[src/rtl/register_bank_pkg.sv]
// Shared types and default geometry for the general-purpose register bank.
package register_bank_pkg;

  // Controller phases: clearing the storage after reset, then normal operation.
  typedef enum logic [0:0] {
    ST_INIT = 1'b0,
    ST_RUN  = 1'b1
  } rb_state_e;

  localparam int RB_DATA_WIDTH = 32;
  localparam int RB_ADDR_WIDTH = 5;
  localparam int RB_READ_PORTS = 2;

endpackage

[src/rtl/register_bank_if.sv]
// Decode/writeback-side bundle of the register bank: read ports, write port,
// busy marking and the initialisation status flag.
interface register_bank_if
  import register_bank_pkg::*;
#(
  parameter int DATA_WIDTH = RB_DATA_WIDTH,
  parameter int ADDR_WIDTH = RB_ADDR_WIDTH,
  parameter int READ_PORTS = RB_READ_PORTS
) ();

  logic [READ_PORTS-1:0]            rd_en;
  logic [READ_PORTS*ADDR_WIDTH-1:0] rd_addr;
  logic [READ_PORTS*DATA_WIDTH-1:0] rd_data;
  logic [READ_PORTS-1:0]            rd_busy;
  logic                             wr_en;
  logic [ADDR_WIDTH-1:0]            wr_addr;
  logic [DATA_WIDTH-1:0]            wr_data;
  logic                             busy_set;
  logic [ADDR_WIDTH-1:0]            busy_addr;
  logic                             init_done;

  modport master (
    output rd_en, rd_addr, wr_en, wr_addr, wr_data, busy_set, busy_addr,
    input  rd_data, rd_busy, init_done
  );

  modport slave (
    input  rd_en, rd_addr, wr_en, wr_addr, wr_data, busy_set, busy_addr,
    output rd_data, rd_busy, init_done
  );

endinterface

[src/rtl/register_bank_busy_table.sv]
// Busy scoreboard: one pending bit per register. Set beats clear on the same
// address, entry 0 can never be pending, and each query port sees the bit as
// it will be after this edge so a same-cycle set/clear is already reflected.
module register_bank_busy_table
  import register_bank_pkg::*;
#(
  parameter int ADDR_WIDTH = RB_ADDR_WIDTH,
  parameter int READ_PORTS = RB_READ_PORTS
) (
  input  logic                             clk,
  input  logic                             rst,
  input  logic                             set_i,
  input  logic [ADDR_WIDTH-1:0]            set_addr_i,
  input  logic                             clr_i,
  input  logic [ADDR_WIDTH-1:0]            clr_addr_i,
  input  logic [READ_PORTS*ADDR_WIDTH-1:0] query_addr_i,
  output logic [READ_PORTS-1:0]            query_next_o
);

  localparam int DEPTH = 1 << ADDR_WIDTH;

  logic [DEPTH-1:0] busy_q;
  logic [DEPTH-1:0] busy_d;

  // Next-state scoreboard: clear first so a simultaneous set wins.
  always_comb begin
    busy_d = busy_q;
    if (clr_i) begin
      busy_d[clr_addr_i] = 1'b0;
    end else begin
      busy_d[clr_addr_i] = busy_q[clr_addr_i];
    end
    if (set_i) begin
      busy_d[set_addr_i] = 1'b1;
    end else begin
      busy_d[set_addr_i] = busy_d[set_addr_i];
    end
    busy_d[0] = 1'b0;
  end

  // Per-port lookup of the post-edge busy bit.
  always_comb begin
    query_next_o = '0;
    for (int p = 0; p < READ_PORTS; p++) begin
      query_next_o[p] = busy_d[query_addr_i[p*ADDR_WIDTH +: ADDR_WIDTH]];
    end
  end

  // Scoreboard state, all clear on reset.
  always_ff @(posedge clk) begin
    if (rst) begin
      busy_q <= '0;
    end else begin
      busy_q <= busy_d;
    end
  end

endmodule

[src/rtl/register_bank.sv]
// Parametrised multi-read-port register bank with registered reads, optional
// write-to-read bypass, hardwired zero register, post-reset clearing sweep and
// busy scoreboard for outstanding multi-cycle destinations.
module register_bank
  import register_bank_pkg::*;
#(
  parameter int DATA_WIDTH = RB_DATA_WIDTH,
  parameter int ADDR_WIDTH = RB_ADDR_WIDTH,
  parameter int READ_PORTS = RB_READ_PORTS,
  parameter bit BYPASS     = 1'b1
) (
  input logic             clk,
  input logic             rst,
  register_bank_if.slave  bus
);

  localparam int DEPTH = 1 << ADDR_WIDTH;
  localparam logic [ADDR_WIDTH-1:0] LAST_ADDR = ADDR_WIDTH'(DEPTH - 1);

  rb_state_e                        state_q, state_d;
  logic [ADDR_WIDTH-1:0]            cnt_q, cnt_d;
  logic                             init_done_q, init_done_d;
  logic [DATA_WIDTH-1:0]            mem_q [DEPTH];
  logic                             mem_we_s;
  logic [ADDR_WIDTH-1:0]            mem_waddr_s;
  logic [DATA_WIDTH-1:0]            mem_wdata_s;
  logic [READ_PORTS*DATA_WIDTH-1:0] rd_data_q, rd_data_d;
  logic [READ_PORTS-1:0]            rd_busy_q, rd_busy_d;
  logic [READ_PORTS-1:0]            busy_next_s;
  logic [ADDR_WIDTH-1:0]            rd_addr_s [READ_PORTS];
  logic                             run_s;

  assign run_s = (state_q == ST_RUN);

  for (genvar gp = 0; gp < READ_PORTS; gp++) begin : g_addr
    assign rd_addr_s[gp] = bus.rd_addr[gp*ADDR_WIDTH +: ADDR_WIDTH];
  end

  // Clearing sweep walks every entry once, then the bank stays in RUN.
  always_comb begin
    state_d = state_q;
    cnt_d   = cnt_q;
    case (state_q)
      ST_INIT: begin
        if (cnt_q == LAST_ADDR) begin
          state_d = ST_RUN;
          cnt_d   = '0;
        end else begin
          state_d = ST_INIT;
          cnt_d   = cnt_q + ADDR_WIDTH'(1);
        end
      end
      ST_RUN: begin
        state_d = ST_RUN;
        cnt_d   = cnt_q;
      end
      default: begin
        state_d = ST_INIT;
        cnt_d   = '0;
      end
    endcase
    init_done_d = (state_d == ST_RUN);
  end

  // Single storage write port: zero-fill during the sweep, writeback after;
  // writes to entry 0 are dropped so it keeps the value cleared by the sweep.
  always_comb begin
    mem_we_s    = 1'b0;
    mem_waddr_s = '0;
    mem_wdata_s = '0;
    if (run_s) begin
      if (bus.wr_en && (bus.wr_addr != '0)) begin
        mem_we_s    = 1'b1;
        mem_waddr_s = bus.wr_addr;
        mem_wdata_s = bus.wr_data;
      end else begin
        mem_we_s    = 1'b0;
      end
    end else begin
      mem_we_s    = 1'b1;
      mem_waddr_s = cnt_q;
      mem_wdata_s = '0;
    end
  end

  // Storage array; a reset edge never lands a write.
  always_ff @(posedge clk) begin
    if (!rst && mem_we_s) begin
      mem_q[mem_waddr_s] <= mem_wdata_s;
    end
  end

  register_bank_busy_table #(
    .ADDR_WIDTH (ADDR_WIDTH),
    .READ_PORTS (READ_PORTS)
  ) u_busy_table (
    .clk          (clk),
    .rst          (rst),
    .set_i        (run_s & bus.busy_set),
    .set_addr_i   (bus.busy_addr),
    .clr_i        (run_s & bus.wr_en),
    .clr_addr_i   (bus.wr_addr),
    .query_addr_i (bus.rd_addr),
    .query_next_o (busy_next_s)
  );

  // Read ports: load on strobe, hold otherwise; zero during the sweep and for r0.
  always_comb begin
    rd_data_d = rd_data_q;
    rd_busy_d = rd_busy_q;
    for (int p = 0; p < READ_PORTS; p++) begin
      if (bus.rd_en[p]) begin
        if (!run_s || (rd_addr_s[p] == '0)) begin
          rd_data_d[p*DATA_WIDTH +: DATA_WIDTH] = '0;
          rd_busy_d[p] = 1'b0;
        end else if (BYPASS && bus.wr_en && (bus.wr_addr == rd_addr_s[p])) begin
          rd_data_d[p*DATA_WIDTH +: DATA_WIDTH] = bus.wr_data;
          rd_busy_d[p] = busy_next_s[p];
        end else begin
          rd_data_d[p*DATA_WIDTH +: DATA_WIDTH] = mem_q[rd_addr_s[p]];
          rd_busy_d[p] = busy_next_s[p];
        end
      end else begin
        rd_busy_d[p] = rd_busy_q[p];
      end
    end
  end

  // Control state and registered outputs.
  always_ff @(posedge clk) begin
    if (rst) begin
      state_q     <= ST_INIT;
      cnt_q       <= '0;
      init_done_q <= 1'b0;
      rd_data_q   <= '0;
      rd_busy_q   <= '0;
    end else begin
      state_q     <= state_d;
      cnt_q       <= cnt_d;
      init_done_q <= init_done_d;
      rd_data_q   <= rd_data_d;
      rd_busy_q   <= rd_busy_d;
    end
  end

  assign bus.rd_data   = rd_data_q;
  assign bus.rd_busy   = rd_busy_q;
  assign bus.init_done = init_done_q;

endmodule

[src/flat_wrapper.sv]
// flat-port wrapper written by rule: the top's interface ports become plain ports
module register_bank_flat import register_bank_pkg::*;
#(
  parameter int DATA_WIDTH = RB_DATA_WIDTH,
  parameter int ADDR_WIDTH = RB_ADDR_WIDTH,
  parameter int READ_PORTS = RB_READ_PORTS,
  parameter bit BYPASS     = 1'b1
)
  (clk, rst, bus_rd_en, bus_rd_addr, bus_wr_en, bus_wr_addr, bus_wr_data, bus_busy_set, bus_busy_addr, bus_rd_data, bus_rd_busy, bus_init_done);
  register_bank_if #(.DATA_WIDTH(DATA_WIDTH), .ADDR_WIDTH(ADDR_WIDTH), .READ_PORTS(READ_PORTS)) bus_i ();
  input logic clk;
  input logic rst;
  input wire logic [$bits(bus_i.rd_en)-1:0] bus_rd_en;
  input wire logic [$bits(bus_i.rd_addr)-1:0] bus_rd_addr;
  input wire logic [$bits(bus_i.wr_en)-1:0] bus_wr_en;
  input wire logic [$bits(bus_i.wr_addr)-1:0] bus_wr_addr;
  input wire logic [$bits(bus_i.wr_data)-1:0] bus_wr_data;
  input wire logic [$bits(bus_i.busy_set)-1:0] bus_busy_set;
  input wire logic [$bits(bus_i.busy_addr)-1:0] bus_busy_addr;
  output wire logic [$bits(bus_i.rd_data)-1:0] bus_rd_data;
  output wire logic [$bits(bus_i.rd_busy)-1:0] bus_rd_busy;
  output wire logic [$bits(bus_i.init_done)-1:0] bus_init_done;
  assign bus_i.rd_en = bus_rd_en;
  assign bus_i.rd_addr = bus_rd_addr;
  assign bus_i.wr_en = bus_wr_en;
  assign bus_i.wr_addr = bus_wr_addr;
  assign bus_i.wr_data = bus_wr_data;
  assign bus_i.busy_set = bus_busy_set;
  assign bus_i.busy_addr = bus_busy_addr;
  assign bus_rd_data = bus_i.rd_data;
  assign bus_rd_busy = bus_i.rd_busy;
  assign bus_init_done = bus_i.init_done;
  register_bank #(.DATA_WIDTH(DATA_WIDTH), .ADDR_WIDTH(ADDR_WIDTH), .READ_PORTS(READ_PORTS), .BYPASS(BYPASS)) u_core (.clk(clk), .rst(rst), .bus(bus_i));
endmodule
[config.mk]
export PLATFORM = sky130hd
export DESIGN_NAME = register_bank_flat
export DESIGN_NICKNAME = d
export VERILOG_FILES = /design/src/rtl/register_bank_pkg.sv /design/src/rtl/register_bank_if.sv /design/src/rtl/register_bank_busy_table.sv /design/src/rtl/register_bank.sv /design/src/flat_wrapper.sv
export SDC_FILE = /design/constraint.sdc
export NUM_CORES = 2
export LEC_CHECK = 0
export CELL_PAD_IN_SITES_DETAIL_PLACEMENT = 1
export CELL_PAD_IN_SITES_GLOBAL_PLACEMENT = 1
export CORE_ASPECT_RATIO = 1.4
export CORE_UTILIZATION = 35
export CTS_BUF_LIST = sky130_fd_sc_hd__clkbuf_16
export DETAILED_ROUTE_END_ITERATION = 10
export MAX_ROUTING_LAYER = met4
export PLACE_DENSITY = 0.57
export SYNTH_ARGS = -nofsm -noshare
export SYNTH_HDL_FRONTEND = slang
export SYNTH_SLANG_ARGS = --single-unit
[constraint.sdc]
create_clock -name clk -period 3.5 [get_ports clk]
set_clock_uncertainty 0.2 [all_clocks]
set_input_delay 0.7 -clock clk [delete_from_list [all_inputs] [get_ports clk]]
set_output_delay 0.7 -clock clk [all_outputs]
set_load 0.02 [all_outputs]
==> impl_metrics.ini <==
[detailed_routing]
vias = 33900
drtPass1Iterations = 7
drc = 0
drt-total-wl_um = 204000
drt_iter0_drc = 3737
ant_nets = 0
post_drt_via_cell_ratio = 6.08
post_drt_wl_per_cell_um = 36.6

[critical_path]
cp_slowest_cell = mux4_2
startpoint_type = flop
critPathMaxStageDelay_ps = 500
worstSetupPathType = reg2reg
cp-end-kind = flop
crit_top_cell = mux4_2
crit_chain = mux4_2 -> a22oi_2 -> nand4_4 -> a32oi_2 -> nand4_1 -> buf_4 -> nor3_4 -> buf_6 -> a21oi_2 -> mux4_2 -> nor4b_4 -> nor3_2 -> a311oi_1
crit_fanout = 8
critPathRequiredTime_ps = 3900
arrival_ps = 4210

[final_layout]
instances_no_fill = 5578
fillerInstances = 14400
design_area_um2 = 67300
nets = 3568
multi_input_area_um2 = 20500
area_growth_pct = 25.1
drive_gt1_share_pct = 40.8
regArea_um2 = 32800
post-route-util_pct = 44.3

[global_route]
grt_pass1_vias = 36600
grt_max_degree = 63
grt_pass1_wl_um = 287000
track_usage_pct = 27.2
overflow = 0
antenna_found_initial = 10

[power_and_ir_drop]
p_per_area_nw_per_um2 = 444
vdd_drop_max_mv = 0.346
leakagePower_nw = 23.3
p_sw_share_pct = 23.3
sequentialPowerShare_pct = 48.8
p_sw_mw = 6.96
pwr-share-comb_pct = 9.0
internal_power_mw = 22.9
clkPwrFrac_pct = 42.2

[run_status]
failed_checks = setup timing
status = finished with violations

[timing]
drv_slew = 0
fin_ws_ps = -306
slew_headroom_pct = 43.2
max_freq_ghz = 0.263
rsz0062_at_grt = true
period_needed_ps = 3810
worst_pin_slew_ps = 852
finalHoldViolCount = 0
hold_ws_ps = 108
setup_viol = 2
fin_crit_sh_pct = 109

[yosys]
synth-edff-count = 1024
synthFlopType = edfxtp_1
synth_cells = 2982
syn-num-nets = 3042
async_flop_share_pct = 0
synth_top_cell_area_share_pct = 57.2
synth_area_per_cell_um2 = 18.0
synth.ff_latch_count = 1127
yosys_warnings = 0
synth_cell_types = 84
yosysSeqAreaShare_pct = 61.0
synth_area_leader_cell = edfxtp_1
syn_area_um2 = 53800
ys_top_cells_by_area = edfxtp_1 (57%), mux4_2 (27%), dfxtp_1 (3.8%)

[die]
die_h_um = 466
dieArea_um2 = 155000
coreArea_um2 = 152000
fp.dieW_um = 333
floorplan.initialDensity_pct = 35.4
pin_count = 125
rows = 169

[flow_run]
max-cap-violations = 0

[clock_tree]
clkTransAtPathRegs_ps = 70
clock_latency_ps = 740
cts_made_buffers = 111
clock_sinks = 1127
cts_tree = built
clockRootBuffer = clkbuf_16
htree_num_levels = 3
cts_hold_buf = 0
cts_buffer_depth = 3

[place]
io_buffers = 124
gp_congestion = 0.940
dp_hpwl_um = 136000
dp.cells = 5345
placed_cell_area_um2 = 63100

[worst_hold_path]
hold_path_class = in2reg
==> path summary, 6_finish.rpt <==
| path | startpoint | endpoint | slack, ps | cells past startpoint |
|---|---|---|---|---|
| worst max-delay path | u_core.u_busy_table.busy_q[8] | u_core.bus.rd_busy[0] | -310 | 13 |
| worst min-delay path | rst | u_core.bus.rd_data[37] | 110 | 2 |
| worst max register to register | u_core.u_busy_table.busy_q[8] | u_core.bus.rd_busy[0] | -310 | 13 |
| worst min register to register | u_core.bus.rd_data[40] | u_core.bus.rd_data[40] | 270 | 2 |
==> sequential cells by signal (all words and copies together) (netlist names) <==
signal                      cells
u_core.bus.rd_busy              2
u_core.bus.rd_data             64
u_core.cnt_q                    5
u_core.mem_q                 1024
u_core.run_s                    1
u_core.u_busy_table.busy_q     31
==> cell usage in the layout, fill, tap and decap left out, types with 18 or more instances in the layout <==
master / n
mux2i_1: 21
mux4_2: 647
nand3_1: 93
nor3_1: 21
nand2b_1: 42
nor2_4: 33
a21oi_1: 84
edfxtp_1: 1024
nor2b_1: 20
o21ai_0: 32
dfxtp_1: 97
buf_12: 192
nor2_1: 65
and2_1: 36
clkdlybuf4s50_1: 109
clkbuf_16: 111
nand2_1: 225
clkinv_1: 24
buf_4: 339
bufinv_16: 18
inv_1: 28
o211ai_1: 69
==> layout make-up <==
type                    count  share of cell area [%]
diodes                      8                  0.0298
multi-input cells        1593                    30.4
repair buffers            659                    11.4
well taps                1966                    3.66
flip-flops and latches   1127                    48.8
clock inverters            98                    1.47
inverters                  16                   0.104
clock buffers             111                    4.13
==> routing by layer <==
| metal | global-route usage, % | up-vias | wire length (um) |
|---|---|---|---|
| li1 | - | 13600 | - |
| met3 | 3.59 | 315 | 12400 |
| met1 | 33.9 | 18600 | 79600 |
| met2 | 45.7 | 1370 | 104000 |
| met4 | 9.77 | 0 | 7900 |
| met5 | - | - | 0 |
==> kinds of logic after synthesis <==
| group | synth area share, % |
|---|---|
| AOI/OAI and AO/OA | 3.83 |
| muxes | 27.6 |
| buffers and inverters | 1.97 |
| DFF | 61.0 |
| xor gates and xnor gates | 0.212 |
| and+or+nand+nor | 5.34 |
| adders and majority gates | 0.0465 |
==> what timing repair did <==
| item | CTS | global route |
|---|---|---|
| pin swaps | 14 | 16 |
| resized for setup | 31 | 51 |
| setup buffers | 12 | 4 |
| setup endpoints to repair | 9 | 4 |
| cloned | 1 | 0 |
| hold endpoints to repair | 0 | 0 |
==> Yosys cell counts, types with 6 or more instances <==
cell      instances
a211oi_1         16
a21oi_1          91
a31oi_1          17
and2_1           37
buf_1            40
buf_2            10
buf_6             6
clkbuf_1        185
dfxtp_1         103
edfxtp_1       1024
inv_1            11
mux2i_1          24
mux4_2          647
nand2_1         225
nand2b_1         42
nand3_1          95
nor2_1           98
nor2b_1          22
nor3_1           21
nor3b_1           7
o211ai_1         69
o21ai_0          35
o221ai_1          6
o22ai_1           9
o31ai_1           7
or3_1             7
xor2_1            9
==> per-stage QoR <==
step / worst slack (ps) / power [mW] / setup TNS, ps
finish: -306 / 29.9 / -551
global placement: -1670 / 17.5 / -239010
detailed placement: -1630 / 17.5 / -224050
floorplan: -275 / 16.3 / -223450
CTS: -383 / 30.1 / -766
global route: -396 / 30.7 / -742
==> power by group through the flow <==
stage               combinational [mW]  sequential (mW)  clock (mW)
finish                            2.68             14.6        12.6
global route                      2.80             14.6        13.3
CTS                               2.67             14.6        12.9
detailed placement                2.65             14.9           0
global placement                  2.63             14.9           0
floorplan                         1.41             14.9           0
==> worst max-delay path, delay by kind of cell (launching register included) <==
family | cells | cell delay, ps
simple gates | 5 | 1010
mux | 2 | 970
flops | 1 | 370
buf+inv | 2 | 400
compound gates | 4 | 710
Power figures use the tool's default switching activity.
